==> config.mk <==
export PLATFORM = sky130hd
export DESIGN_NAME = obi_rr_arbiter
export DESIGN_NICKNAME = d
export VERILOG_FILES = /design/src/rtl/obi_arb_pkg.sv /design/src/rtl/obi_arb_id_fifo.sv /design/src/rtl/obi_rr_arbiter.sv
export SDC_FILE = /design/constraint.sdc
export NUM_CORES = 1
export LEC_CHECK = 0
export BUFFER_PORTS_ARGS = -buffer_cell sky130_fd_sc_hd__clkbuf_2
export CELL_PAD_IN_SITES_DETAIL_PLACEMENT = 0
export CELL_PAD_IN_SITES_GLOBAL_PLACEMENT = 1
export CORE_AREA = 4 4 120 122
export CTS_CLUSTER_SIZE = 30
export DETAILED_ROUTE_END_ITERATION = 12
export DIE_AREA = 0 0 124 126
export GPL_ROUTABILITY_DRIVEN = 0
export HOLD_SLACK_MARGIN = 0.12
export PLACE_DENSITY = 0.9
export SYNTH_ARGS = -nofsm -noshare
export SYNTH_HDL_FRONTEND = slang
export SYNTH_SLANG_ARGS = --single-unit
export TNS_END_PERCENT = 1
==> constraint.sdc <==
create_clock -name clk_i -period 4.52 [get_ports clk_i]
set_clock_uncertainty 0.2 [all_clocks]
set_input_delay 0.452 -clock clk_i [delete_from_list [all_inputs] [get_ports clk_i]]
set_output_delay 0.452 -clock clk_i [all_outputs]
set_load 0.005 [all_outputs]
==> src/rtl/obi_arb_pkg.sv <==
// Shared types and helpers for the OBI round-robin arbiter.
package obi_arb_pkg;

    localparam int ARB_ADDRW = 32;
    localparam int ARB_DATAW = 32;
    localparam int ARB_STRBW = ARB_DATAW / 8;
    localparam int MAX_REQ   = 32;

    typedef struct packed {
        logic [ARB_ADDRW-1:0] addr;
        logic                 we;
        logic [ARB_DATAW-1:0] wdata;
        logic [ARB_STRBW-1:0] be;
    } obi_req_info_t;

    // First asserted request at or after prio, wrapping at num; returns prio if none.
    function automatic int unsigned rr_next(input int unsigned prio,
                                            input logic [MAX_REQ-1:0] req,
                                            input int unsigned num);
        int unsigned idx;
        rr_next = prio;
        for (int k = MAX_REQ - 1; k >= 0; k--) begin
            idx = (prio + unsigned'(k)) % num;
            if ((unsigned'(k) < num) && (((req >> idx) & MAX_REQ'(1)) != '0)) begin
                rr_next = idx;
            end
        end
    endfunction

endpackage

==> src/rtl/obi_arb_id_fifo.sv <==
// In-order FIFO of granted requester indices; head is the owner of the next response.
module obi_arb_id_fifo
    import obi_arb_pkg::*;
#(
    parameter int WIDTH = 1,
    parameter int DEPTH = 2
) (
    input  logic             clk_i,
    input  logic             rst_i,
    input  logic             push_i,
    input  logic [WIDTH-1:0] data_i,
    input  logic             pop_i,
    output logic [WIDTH-1:0] data_o,
    output logic             full_o,
    output logic             empty_o
);

    localparam int PTRW = (DEPTH > 1) ? $clog2(DEPTH) : 1;
    localparam int CNTW = $clog2(DEPTH + 1);

    logic [WIDTH-1:0] mem_q [DEPTH];
    logic [PTRW-1:0]  wptr_q, wptr_d, rptr_q, rptr_d;
    logic [CNTW-1:0]  cnt_q, cnt_d;
    logic             do_push, do_pop;

    function automatic logic [PTRW-1:0] ptr_inc(input logic [PTRW-1:0] p);
        return (p == PTRW'(DEPTH - 1)) ? '0 : p + 1'b1;
    endfunction

    always_comb begin
        full_o  = (cnt_q == CNTW'(DEPTH));
        empty_o = (cnt_q == '0);
        data_o  = mem_q[rptr_q];
        do_push = push_i & ~full_o;
        do_pop  = pop_i & ~empty_o;
        wptr_d  = do_push ? ptr_inc(wptr_q) : wptr_q;
        rptr_d  = do_pop ? ptr_inc(rptr_q) : rptr_q;
        cnt_d   = cnt_q + CNTW'(do_push) - CNTW'(do_pop);
    end

    always_ff @(posedge clk_i) begin
        if (rst_i) begin
            wptr_q <= '0;
            rptr_q <= '0;
            cnt_q  <= '0;
        end else begin
            wptr_q <= wptr_d;
            rptr_q <= rptr_d;
            cnt_q  <= cnt_d;
        end
    end

    // Storage needs no reset: entries are only read while counted as valid.
    always_ff @(posedge clk_i) begin
        if (do_push) begin
            mem_q[wptr_q] <= data_i;
        end
    end

endmodule

==> src/rtl/obi_rr_arbiter.sv <==
// Round-robin OBI arbiter with grant locking and in-order response routing
// for NUM_REQ requesters sharing one manager port.
module obi_rr_arbiter
    import obi_arb_pkg::*;
#(
    parameter int NUM_REQ         = 2,
    parameter int OBI_ADDRW       = 32,
    parameter int OBI_DATAW       = 32,
    parameter int OBI_STRBW       = OBI_DATAW / 8,
    parameter int MAX_OUTSTANDING = 2
) (
    input  logic                                clk_i,
    input  logic                                rst_i,
    input  logic [NUM_REQ-1:0]                  req_i,
    input  logic [NUM_REQ-1:0][OBI_ADDRW-1:0]   addr_i,
    input  logic [NUM_REQ-1:0]                  we_i,
    input  logic [NUM_REQ-1:0][OBI_DATAW-1:0]   wdata_i,
    input  logic [NUM_REQ-1:0][OBI_STRBW-1:0]   be_i,
    output logic [NUM_REQ-1:0]                  gnt_o,
    output logic [NUM_REQ-1:0]                  rvalid_o,
    output logic [NUM_REQ-1:0][OBI_DATAW-1:0]   rdata_o,
    output logic                                m_req_o,
    output logic [OBI_ADDRW-1:0]                m_addr_o,
    output logic                                m_we_o,
    output logic [OBI_DATAW-1:0]                m_wdata_o,
    output logic [OBI_STRBW-1:0]                m_be_o,
    input  logic                                m_gnt_i,
    input  logic                                m_rvalid_i,
    input  logic [OBI_DATAW-1:0]                m_rdata_i,
    output logic                                err_o
);

    localparam int IDXW = $clog2(NUM_REQ);

    logic [IDXW-1:0] prio_q, prio_d;
    logic [IDXW-1:0] lock_idx_q, lock_idx_d;
    logic            lock_q, lock_d;
    logic            err_q, err_d;
    logic [IDXW-1:0] sel, head;
    logic            full, empty, hs, pop;

    // A pending address phase keeps its slot until granted, so no newcomer can pre-empt it.
    always_comb begin
        if (lock_q) begin
            sel = lock_idx_q;
        end else begin
            sel = IDXW'(rr_next(32'(prio_q), MAX_REQ'(req_i), NUM_REQ));
        end
    end

    always_comb begin
        m_req_o   = req_i[sel] & ~full & ~rst_i;
        m_addr_o  = '0;
        m_we_o    = 1'b0;
        m_wdata_o = '0;
        m_be_o    = '0;
        if (m_req_o) begin
            m_addr_o  = addr_i[sel];
            m_we_o    = we_i[sel];
            m_wdata_o = wdata_i[sel];
            m_be_o    = be_i[sel];
        end
        hs    = m_req_o & m_gnt_i;
        gnt_o = '0;
        if (hs) begin
            gnt_o[sel] = 1'b1;
        end
        pop      = m_rvalid_i & ~empty;
        rvalid_o = '0;
        if (pop & ~rst_i) begin
            rvalid_o[head] = 1'b1;
        end
        for (int i = 0; i < NUM_REQ; i++) begin
            rdata_o[i] = rst_i ? '0 : m_rdata_i;
        end
        err_o = err_q & ~rst_i;
    end

    always_comb begin
        prio_d     = prio_q;
        lock_d     = lock_q;
        lock_idx_d = lock_idx_q;
        err_d      = err_q | (m_rvalid_i & empty);
        if (hs) begin
            prio_d = (sel == IDXW'(NUM_REQ - 1)) ? '0 : sel + 1'b1;
            lock_d = 1'b0;
        end else if (m_req_o) begin
            lock_d     = 1'b1;
            lock_idx_d = sel;
        end
    end

    always_ff @(posedge clk_i) begin
        if (rst_i) begin
            prio_q     <= '0;
            lock_q     <= 1'b0;
            lock_idx_q <= '0;
            err_q      <= 1'b0;
        end else begin
            prio_q     <= prio_d;
            lock_q     <= lock_d;
            lock_idx_q <= lock_idx_d;
            err_q      <= err_d;
        end
    end

    obi_arb_id_fifo #(
        .WIDTH (IDXW),
        .DEPTH (MAX_OUTSTANDING)
    ) u_id_fifo (
        .clk_i   (clk_i),
        .rst_i   (rst_i),
        .push_i  (hs),
        .data_i  (sel),
        .pop_i   (pop),
        .data_o  (head),
        .full_o  (full),
        .empty_o (empty)
    );

endmodule

Word-level counts from Yosys, hierarchy flattened
Memories as Yosys holds them, arrays and structs flattened. A register that Yosys moved wholly into a read port is not among the register bits.
Index checks and enable logic that the tools add are counted.
Widths: inputs -> output; s select.
{ "totals": {"input_bits": 176, "memories": 1, "register_bits": 8, "ramBits": 2, "elab_cells": 71} }
{ "op_classes": {"order_cmp": 4, "n_reduce_logical": 5, "bitwise_logic": 14, "n_addsub": 6, "mux": 31, "eq_ne": 1, "shifts": 2} }
{ "memory_table": {"columns": ["memory", "words", "width", "rd", "rd_clocked_by_memory_dff", "wr", "line", "rtl"], "rows": [
  ["u_id_fifo.mem_q", 2, 1, 1, 1, 1, "obi_arb_id_fifo.sv:21", "logic [WIDTH-1:0] mem_q [DEPTH];"]
]} }
{ "op_table": {"columns": ["operator", "n"], "rows": [
  ["$mux 32", 7],
  ["$mux 1", 17],
  ["$mux 4", 3],
  ["$and 1x1->1", 9],
  ["$add 1x1->1 const B", 4],
  ["$lt 1x2->1 const B", 2],
  ["$mux 2", 2],
  ["$not 1->1", 4],
  ["$shr 2x1->1", 2],
  ["$add 2x1->2", 1],
  ["$demux 1 s1", 2],
  ["$eq 2x2->1 const B", 1],
  ["$ge 1x1->1 const B", 2],
  ["$logic_and 1x1->1", 2],
  ["$logic_not 2->1", 1],
  ["$reduce_and 2->1", 1],
  ["$reduce_or 2->1", 1],
  ["$sub 2x1->2", 1],
  ["$or 1x1->1", 1]
]} }

Logic depth before layout (Yosys ltp)
Gate-level depths: netlist (run 1).
{ "depth": {"depth_word": 13, "ltp_mapped": 7, "mapped_depth_nobuf": 7} }

By module
A second synthesis (run 1) with hierarchy kept.
{ "hier_totals": {"cells_unflattened": 538, "hier_area_um2": 3382.0} }
{ "by_module_without_submodules": {"columns": ["module", "seq_area_each_um2", "area_per_inst_um2", "n_inst", "cells_per_inst"], "rows": [
  ["obi_rr_arbiter", 80.1, 3076.7, 1, 508],
  ["obi_arb_id_fifo", 160.2, 305.3, 1, 30]
]} }

Worst setup path after synthesis (run 1)
No wires, ideal clock.
{ "synth_path": {"path_type": "input port to output port", "start": "input port rst_i", "end": "output port m_addr_o[0]", "slack_ns": 2.384, "arrival_ns": 1.484, "path_stages": 6, "required_ns": 3.868, "cell_sequence": "buf_2 o21bai_1 a211o_1 buf_6 buf_2 a21oi_1"} }
{ "synth_via": {"elab_chain_cells": 3} }
{ "synth_rtl": {"columns": ["item", "line", "rtl"], "rows": [
  ["start: declaration", "obi_rr_arbiter.sv:13", "input logic rst_i,"],
  ["$not 1->1", "obi_rr_arbiter.sv:52", "m_req_o = req_i[sel] & ~full & ~rst_i;"],
  ["$and 1x1->1", "obi_rr_arbiter.sv:52", null],
  ["$mux 32", "obi_rr_arbiter.sv:57", "if (m_req_o) begin"],
  ["end: declaration", "obi_rr_arbiter.sv:23", "output logic [OBI_ADDRW-1:0] m_addr_o,"]
]} }
No other way between the ends.

Worst setup path in the final report (run 1)
{ "layout_path": {"start": "input port rst_i", "end": "output port m_addr_o[11]"} }
Same word-level chain as after synthesis.

==> results.yml, run 1 <==
outcome:
  outcome: "complete, no violations"
detailed_routing:
  maxUsedRoutingLayer: "met4"
  first_pass_iters: 4
  drc: 0
  wirelength_um: 11500
  via_per_inst: 4.54
  drt_iter0_markers: 154
  num_vias: 3631
  wl_met2_um: 5960
  ant_nets: 0
  wl_met3_um: 1120
  wl_per_cell_um: 14.4
  wl_met1_um: 4410
setup_path:
  reg2reg_slack_ps: 2240
  worstReg2RegEnd: "u_id_fifo.cnt_q[1]"
  path_cells: "clkbuf_2 -> o21bai_1 -> a211o_2 -> buf_12 -> a21oi_1 -> clkbuf_2"
  crit_path_max_incr_delay_ps: 470
  end_kind: "output pin"
  crit_top_cell: "clkbuf_2"
  worst_path_max_delay_cell: "clkbuf_2"
  critPathKind: "input port to output pin"
  worst-path-max-fanout: 72
  critPathBufInv: 3
  start_kind: "input port"
  crit_family: "compound AO/OA/AOI/OAI gates"
  cp_data_arrival_time_ps: 2280
  required_ps: 3870
  r2r_start: "u_id_fifo.cnt_q[1]"
  rr_worst_depth: 7
cells_and_area:
  drive_gt1_frac: 0.530
  fin_nets: 802
  final_cell_count_no_fill: 800
  syn_to_final_growth_pct: 69.4
  n_antenna_cell: 0
  final_common_cell: "clkbuf_2"
  layout_common_cells: "clkbuf_2, a21oi_1, o21ai_0, nand3_1, nor2b_1"
worst_hold_path:
  min-delay-start: "m_rvalid_i"
  worstHoldEndpoint: "err_q"
  whs_path_depth: 3
  hp-class: "input port to flip-flop"
clock_network:
  cts_buffers: 3
  cts_buffer_depth: 2
  path_clk_slew_ps: 40
  cts.sinks: 11
  cts_root_buffer: "clkbuf_16"
  tritoncts: "yes"
  post_cts_resized: 0
  cts_hold_buf: 0
  cts-htree-levels: 1
  postCtsSetupBuffers: 0
  clk_latency_ps: 240
timing:
  finalMaxSlewViolations: 0
  hold_viol: 0
  post-route-period-util: 0.649
  rsz0062_at_grt: "no"
  worst-slew-pin-transition_ps: 1020
  max_slew_margin: 0.320
  final-setup-viol-count: 0
  fmax_ghz: 0.341
  fin_crit_ps: 2940
  tns_ps: 0
floorplanning:
  fp.coreArea_um2: 13200
  rows: 42
  start_util: 0.168
  die_h_um: 126
  io_pins: 315
  die_w_um: 124
  die-area_um2: 15600
job:
  cap_violations: 0
synth:
  synthesis.nets: 552
  ys_ff_latch: 11
  syn_area_um2: 2210
  synth_area_per_cell_um2: 5.89
  synthDistinctLibCells: 33
  synth_edf_count: 2
  yosys_most_used_dff: "dfxtp_1"
  ys_seq_area_frac: 0.109
  syn_inst: 375
  ys_warn_count: 0
  async_flop_share: 0
power_and_ir_drop:
  leakagePower_nw: 2.08
  ir_drop_v: 0.000163
  power-per-cell-area_nw_per_um2: 243
grt:
  grt_pass1_wl_um: 15900
  first_global_vias: 3304
  antenna_found_initial: 0
  grt.overflow.total: 0
  grt_max_degree: 73
  grt.total_usage: 0.126
place:
  dpl.hpwl_um: 9100
  dp.cells: 796
  port_buffers: 314
[cells by family after synthesis]
logic type | count (synthesis) | share of synthesized area
mux | 3 | 0.0136
buf+inv | 80 | 0.199
xor+xnor | 3 | 0.0119
compound gates | 152 | 0.358
simple gates | 125 | 0.303
fa+ha+maj | 1 | 0.00566
flops | 11 | 0.109
[synth_stat cells (all sizes together) (3+ instances only)]
| master | n | area (um^2) |
|---|---|---|
| mux2i | 3 | 30.0 |
| buf | 41 | 292 |
| clkbuf | 33 | 124 |
| o21ai | 73 | 365 |
| dfxtp | 9 | 180 |
| nand2b | 3 | 18.8 |
| nor2b | 35 | 219 |
| nor2 | 8 | 30.0 |
| inv | 5 | 18.8 |
| nand3 | 69 | 345 |
| a21oi | 73 | 365 |
| nand2 | 3 | 13.8 |
[per-stage QoR]
step	hold WS (ps)	setup slack (ps)	util	instance area, um^2	total power, mW
after floorplan	229	2380	-	2210	0.494
after global placement	259	1670	0.278	3660	0.755
after detailed placement	261	1610	0.278	3660	0.756
after CTS	263	1540	0.284	3740	0.925
after global routing	335	1440	0.284	3740	0.992
final	271	1580	0.284	3740	0.911
[power by group]
part | internal (mW) | switching, mW | leakage, nW
Combinational | 0.268 | 0.333 | 1.95
Clock | 0.117 | 0.0461 | 0.0409
Sequential | 0.127 | 0.0189 | 0.0927
[metal layers]
layer | global-route usage | vias to the layer above
met2 | 0.248 | 223
met5 | 0 | -
met1 | 0.143 | 1614
met4 | 0.0206 | 0
met3 | 0.0188 | 4
li1 | - | 1790
[tightest hold or removal path, cell delays in order]
cell	delay, ps
clkbuf_2	90
a21oi_1	50
nor2_1	80
[flip-flops by register name, summed over array words and instances (netlist names), named ones only]
register,flops
u_id_fifo.wptr_q,1
err_q,1
u_id_fifo.mem_q,2
prio_q,1
lock_q,1
lock_idx_q,1
u_id_fifo.cnt_q,2
u_id_fifo.rptr_q,1
[how the worst max path moves through the flow]
stage               slack [ps]             to  cells after the start    from
detailed placement        1610    m_addr_o[0]                      6   rst_i
finish                    1580   m_addr_o[11]                      6   rst_i
global route              1440   m_wdata_o[0]                      6   rst_i
floorplan                 2380    m_addr_o[0]                      6   rst_i
global placement          1670  m_wdata_o[14]                      6   rst_i
CTS                       1540      m_be_o[1]                      5  lock_q
[layout make-up]
cell class / count / area, um^2
Clock buffer: 3 / 75.1
Clock inverter: 1 / 5.00
Fill cell: 1512 / 9450
Inverter: 6 / 23.8
Multi-Input combinational cell: 284 / 1540
Sequential cell: 11 / 240
Tap cell: 176 / 220
Timing Repair Buffer: 319 / 1630
Note: power is estimated with default switching activity, not from simulation.
==> run 2, diff against run 1 <==
--- a/config.mk
+++ b/config.mk
@@ -8,13 +8,14 @@
 export BUFFER_PORTS_ARGS = -buffer_cell sky130_fd_sc_hd__clkbuf_2
 export CELL_PAD_IN_SITES_DETAIL_PLACEMENT = 0
 export CELL_PAD_IN_SITES_GLOBAL_PLACEMENT = 1
-export CORE_AREA = 4 4 120 122
+export CORE_ASPECT_RATIO = 2
+export CORE_MARGIN = 4
+export CORE_UTILIZATION = 16
 export CTS_CLUSTER_SIZE = 30
 export DETAILED_ROUTE_END_ITERATION = 12
-export DIE_AREA = 0 0 124 126
 export GPL_ROUTABILITY_DRIVEN = 0
 export HOLD_SLACK_MARGIN = 0.12
-export PLACE_DENSITY = 0.9
+export PLACE_DENSITY = 0.91
 export SYNTH_ARGS = -nofsm -noshare
 export SYNTH_HDL_FRONTEND = slang
 export SYNTH_SLANG_ARGS = --single-unit
==> constraint.sdc (replaced) <==
create_clock -name clk_i -period 2.4 [get_ports clk_i]
set_clock_uncertainty 0.2 [all_clocks]
set_input_delay 0.24 -clock clk_i [delete_from_list [all_inputs] [get_ports clk_i]]
set_output_delay 0.24 -clock clk_i [all_outputs]
set_load 0.005 [all_outputs]
==> results.yml, run 2 (synthesis results as in run 1) <==
timing:
  holdWs_ps: 204
  max_slew_margin: 0.728
  fin_crit_ps: 2310
  fmax_ghz: 0.432
  final-setup-viol-count: 0
  hold_viol: 0
  rsz0062_at_grt: "no"
  worst-slew-pin-transition_ps: 409
  finalMaxSlewViolations: 0
  setup_ws_ps: 85.9
  tns_ps: 0
  post-route-period-util: 0.964
detailed_routing:
  maxUsedRoutingLayer: "met4"
  wl_met1_um: 4150
  wl_met2_um: 6190
  wirelength_um: 11600
  drc: 0
  wl_met3_um: 1110
  first_pass_iters: 6
  num_vias: 3639
  wl_per_cell_um: 14.8
  via_per_inst: 4.62
  ant_nets: 0
  drt_iter0_markers: 130
grt:
  grt_max_degree: 58
  grt.overflow.total: 0
  antenna_found_initial: 0
  first_global_vias: 3602
  grt_pass1_wl_um: 18000
  grt.total_usage: 0.138
clock_network:
  clk_latency_ps: 240
  cts_buffer_depth: 2
  tritoncts: "yes"
  cts_root_buffer: "clkbuf_16"
  path_clk_slew_ps: 40
  cts.sinks: 11
  postCtsSetupBuffers: 0
  cts_buffers: 3
  cts-htree-levels: 1
worst_hold_path:
  min-delay-start: "m_gnt_i"
  hp-class: "input port to flip-flop"
setup_path:
  required_ps: 1960
  crit_start: "lock_idx_q"
  start_kind: "flip-flop"
  critPathKind: "flip-flop to output pin"
  worst-path-max-fanout: 5
  cp_data_arrival_time_ps: 1870
  r2r_start: "u_id_fifo.cnt_q[1]"
  end_kind: "output pin"
place:
  placed_cell_area_um2: 3730
  dp.cells: 782
  port_buffers: 314
  dpl.hpwl_um: 9360
  dp_slack_ps: 181
cells_and_area:
  n_antenna_cell: 0
  postLayoutCoreUtil: 0.283
  drive_gt1_frac: 0.535
  layout_common_cells: "clkbuf_2, a21oi_1, o21ai_0, nand3_1, nor2b_1"
  design_area_um2: 3830
  final_cell_count_no_fill: 787
  syn_to_final_growth_pct: 73.3
  reg_top3: "u_id_fifo.cnt_q x2, u_id_fifo.mem_q x2"
  final_common_cell: "clkbuf_2"
  fin_nets: 810
outcome:
  outcome: "complete, no violations"
floorplanning:
  fp.coreArea_um2: 13500
  die_h_um: 174
  die_w_um: 91.1
  die-area_um2: 15900
  rows: 60
  io_pins: 315
  start_util: 0.164
power_and_ir_drop:
  power-per-cell-area_nw_per_um2: 460
  ir_drop_v: 0.000403
  leakagePower_nw: 2.13
  total_power_mw: 1.76
job:
  cap_violations: 0
run 2: per-layer routing:
layer	GRT usage	vias up
met4	0.0346	0
met3	0.0290	11
met2	0.277	234
met5	0	-
li1	-	1803
met1	0.139	1591
run 2: final timing paths:
| kind | slack [ps] | depth (start not counted) | to |
|---|---|---|---|
| max | 90 | 6 | gnt_o[0] |
| min | 200 | 3 | u_id_fifo.cnt_q[0] |
| max reg2reg | 410 | 7 | u_id_fifo.cnt_q[1] |
| min reg2reg | 260 | 2 | err_q |
run 2: report_power, final:
part | internal, mW | leakage [nW] | switching, mW | total [mW]
Sequential | 0.239 | 0.0927 | 0.0367 | 0.276
Combinational | 0.532 | 2.00 | 0.648 | 1.18
Clock | 0.223 | 0.0382 | 0.0845 | 0.308
Total | 0.995 | 2.13 | 0.769 | 1.76
run 2: layout make-up:
class | instances | area, um^2
fill | 1565 | 9680
timing repair buffer | 327 | 1730
multi-input combinational | 284 | 1560
sequential | 11 | 240
tap | 155 | 194
clock buffer | 4 | 78.8
inverter | 6 | 23.8
run 2: repair_timing:
action | in CTS | in global routing
hold buffers | 1 | 0
endpoints found under the hold margin | 1 | 0
gates resized for setup | 0 | 3
endpoints found under the setup margin | 0 | 7
run 2: worst max-delay path, cell delays in order (launching register included):
cell and delay (ps):
dfxtp_1 410, mux2i_1 380, a211o_2 290, clkinv_2 150, nand4_1 180, inv_1 90
clkbuf_2 130
==> run 3, diff against run 2 <==
--- a/config.mk
+++ b/config.mk
@@ -5,17 +5,19 @@
 export SDC_FILE = /design/constraint.sdc
 export NUM_CORES = 1
 export LEC_CHECK = 0
+export ABC_AREA = 1
 export BUFFER_PORTS_ARGS = -buffer_cell sky130_fd_sc_hd__clkbuf_2
 export CELL_PAD_IN_SITES_DETAIL_PLACEMENT = 0
 export CELL_PAD_IN_SITES_GLOBAL_PLACEMENT = 1
 export CORE_ASPECT_RATIO = 2
 export CORE_MARGIN = 4
-export CORE_UTILIZATION = 16
+export CORE_UTILIZATION = 14
 export CTS_CLUSTER_SIZE = 30
 export DETAILED_ROUTE_END_ITERATION = 12
 export GPL_ROUTABILITY_DRIVEN = 0
+export GPL_TIMING_DRIVEN = 0
 export HOLD_SLACK_MARGIN = 0.12
-export PLACE_DENSITY = 0.91
+export PLACE_DENSITY = 0.87
 export SYNTH_ARGS = -nofsm -noshare
 export SYNTH_HDL_FRONTEND = slang
 export SYNTH_SLANG_ARGS = --single-unit
==> constraint.sdc (replaced) <==
create_clock -name clk_i -period 2.4 [get_ports clk_i]
set_clock_uncertainty 0.2 [all_clocks]
set_input_delay 0.24 -clock clk_i [delete_from_list [all_inputs] [get_ports clk_i]]
set_output_delay 0.24 -clock clk_i [all_outputs]
set_load 0.02 [all_outputs]
==> results.yml, run 3 <==
detailed_routing:
  via_per_inst: 3.92
  wl_per_cell_um: 12.9
  first_pass_iters: 4
  ant_nets: 0
  num_vias: 3598
  wirelength_um: 11800
  drt_iter0_markers: 48
  drc: 0
floorplanning:
  io_pins: 315
  die-area_um2: 17000
  fp.coreArea_um2: 14500
  die_h_um: 181
  start_util: 0.144
  die_w_um: 94.3
  rows: 62
cells_and_area:
  n_antenna_cell: 0
  syn_to_final_growth_pct: 93.7
  fin_nets: 904
  layout_common_cells: "clkbuf_2, nand2_1, a21oi_1, nor2_1, inv_1"
  reg_top3: "u_id_fifo.cnt_q x2, u_id_fifo.mem_q x2"
  final_common_cell: "clkbuf_2"
  final_cell_count_no_fill: 918
  drive_gt1_frac: 0.529
setup_path:
  start_kind: "flip-flop"
  end_kind: "output pin"
  worst_path_max_delay_cell: "dfxtp_1"
  critPathBufInv: 4
  rr_worst_depth: 10
  crit_family: "buffers and inverters"
  worst-path-max-fanout: 10
  critPathKind: "flip-flop to output pin"
  path_cells: "nor2_1 -> nor2_2 -> nand2_2 -> nand2_2 -> buf_6 -> inv_4 -> buf_6 -> nand2_1 -> a21oi_1 -> clkbuf_2"
  cp_num_cells: 10
  crit_path_max_incr_delay_ps: 330
  required_ps: 1960
  cp_data_arrival_time_ps: 1870
place:
  dp.cells: 910
  dpl.hpwl_um: 10400
  port_buffers: 313
grt:
  grt_pass1_wl_um: 16900
  grt.overflow.total: 0
  grt_max_degree: 12
  antenna_found_initial: 0
  grt.total_usage: 0.127
  first_global_vias: 3398
worst_hold_path:
  hp-class: "input port to flip-flop"
  whs_path_depth: 3
synth:
  yosys.area_share.simple: 0.391
  yosys_most_used_dff: "dfxtp_1"
  synth_top_cell_area_share: 0.273
  synth_top_family_by_area: "simple AND/OR/NAND/NOR gates"
  yosys-top-cells-area: "nand2_1, a21oi_1, buf_4"
  synthMuxAreaShare: 0
  syn_area_um2: 2090
  synthesis.nets: 582
  synthDistinctLibCells: 20
  synth.most_common_cell: "nand2_1"
  syn_inst: 405
  synth_commonest_cells: "nand2_1, a21oi_1, nor2_1"
  synth_compound_area_frac: 0.198
  synth_xor_xnor_area_share: 0.00420
  synthAdderAreaFrac: 0.00600
  yosysTopAreaCell: "nand2_1"
  ys_warn_count: 0
  ys_seq_area_frac: 0.115
  async_flop_share: 0
  ys_ff_latch: 11
  synth_area_per_cell_um2: 5.15
  synth_edf_count: 2
power_and_ir_drop:
  leakagePower_nw: 2.59
  power-per-cell-area_nw_per_um2: 507
  ir_drop_v: 0.000180
  total_power_mw: 2.05
timing:
  final-setup-viol-count: 0
  finalMaxSlewViolations: 0
  fin_crit_ps: 2310
  max_slew_margin: 0.684
  worst-slew-pin-transition_ps: 474
  fmax_ghz: 0.433
  hold_viol: 0
  rsz0062_at_grt: "yes"
  post-route-period-util: 0.962
clock_network:
  cts-htree-levels: 1
  path_clk_slew_ps: 40
  clk_latency_ps: 240
  cts_buffers: 3
  cts_buffer_depth: 2
  cts.sinks: 11
  tritoncts: "yes"
  cts_root_buffer: "clkbuf_16"
outcome:
  outcome: "complete, no violations"
job:
  cap_violations: 0
run 3: cell count changes in the layout (fill, tap and decap cells not counted), sizes merged, moves of 2 or more:
cell	before	now
mux2i	3	0
inv	5	45
nor2	8	49
nand2	3	154
dlygate4sd3	1	3
nor2b	35	0
a21oi	73	76
o21ai	73	6
nand3	69	3
nand2b	3	0
buf	12	58
xor2	2	0
run 3: tightest hold or removal path, delay by kind of cell:
| kind | cells | cell delay, ps |
|---|---|---|
| buffers and inverters | 1 | 150 |
| and+or+nand+nor | 2 | 150 |
run 3: per-layer routing:
layer	GRT usage	wire [um]	part of all wire
met3	0.0209	1200	0.10
met5	0	0	0
met1	0.118	3670	0.31
met4	0.0376	266	0.022
met2	0.265	6710	0.57
run 3: what timing repair did:
| item | 4_1_cts | 5_1_grt |
|---|---|---|
| endpoints found under the setup margin | 10 | 14 |
| hold endpoints to repair | 2 | 0 |
| setup buffers | 0 | 1 |
| gates resized for setup | 2 | 13 |
| cloned | 0 | 0 |
| hold buffers | 3 | 0 |
run 3: cell type report:
cell class / count / area (um^2)
Timing Repair Buffer: 317 / 1610
Multi-Input combinational cell: 291 / 1260
Clock buffer: 4 / 78.8
Buffer: 58 / 442
Inverter: 45 / 171
Sequential cell: 11 / 240
Tap cell: 192 / 240
Fill cell: 1688 / 10500
run 3: kinds of logic after synthesis:
| family | Yosys count |
|---|---|
| AND/OR/NAND/NOR | 207 |
| AO/OA/AOI/OAI | 82 |
| flip-flops | 11 |
| adder cells (fa/ha/maj) | 1 |
| buffers and inverters | 103 |
| XOR/XNOR | 1 |
run 3: path summary, 6_finish.rpt:
path	startpoint	endpoint	slack, ps
max	prio_q	m_wdata_o[23]	90
min	m_gnt_i	lock_idx_q	140
min reg2reg	u_id_fifo.rptr_q	flip-flop	250
max reg2reg	prio_q	u_id_fifo.mem_q[0]	510
run 3: per-stage QoR:
stage,util,setup TNS (ps),worst slack [ps],area [um^2],hold WS (ps)
after floorplan,-,0,590,2090,181
after global routing,0.279,-38.1,-16.6,4040,203
after detailed placement,0.268,0,62.9,3890,250
after global placement,0.268,0,116,3890,236
final,0.279,0,92.1,4040,140
after CTS,0.277,0,45.9,4010,138
run 3: report_power, final:
group | total [mW] | switching (mW) | leakage [nW] | internal (mW)
clock network | 0.303 | 0.0798 | 0.0382 | 0.223
logic | 1.48 | 0.935 | 2.46 | 0.547
registers | 0.266 | 0.0300 | 0.0925 | 0.236
total | 2.05 | 1.05 | 2.59 | 1.01
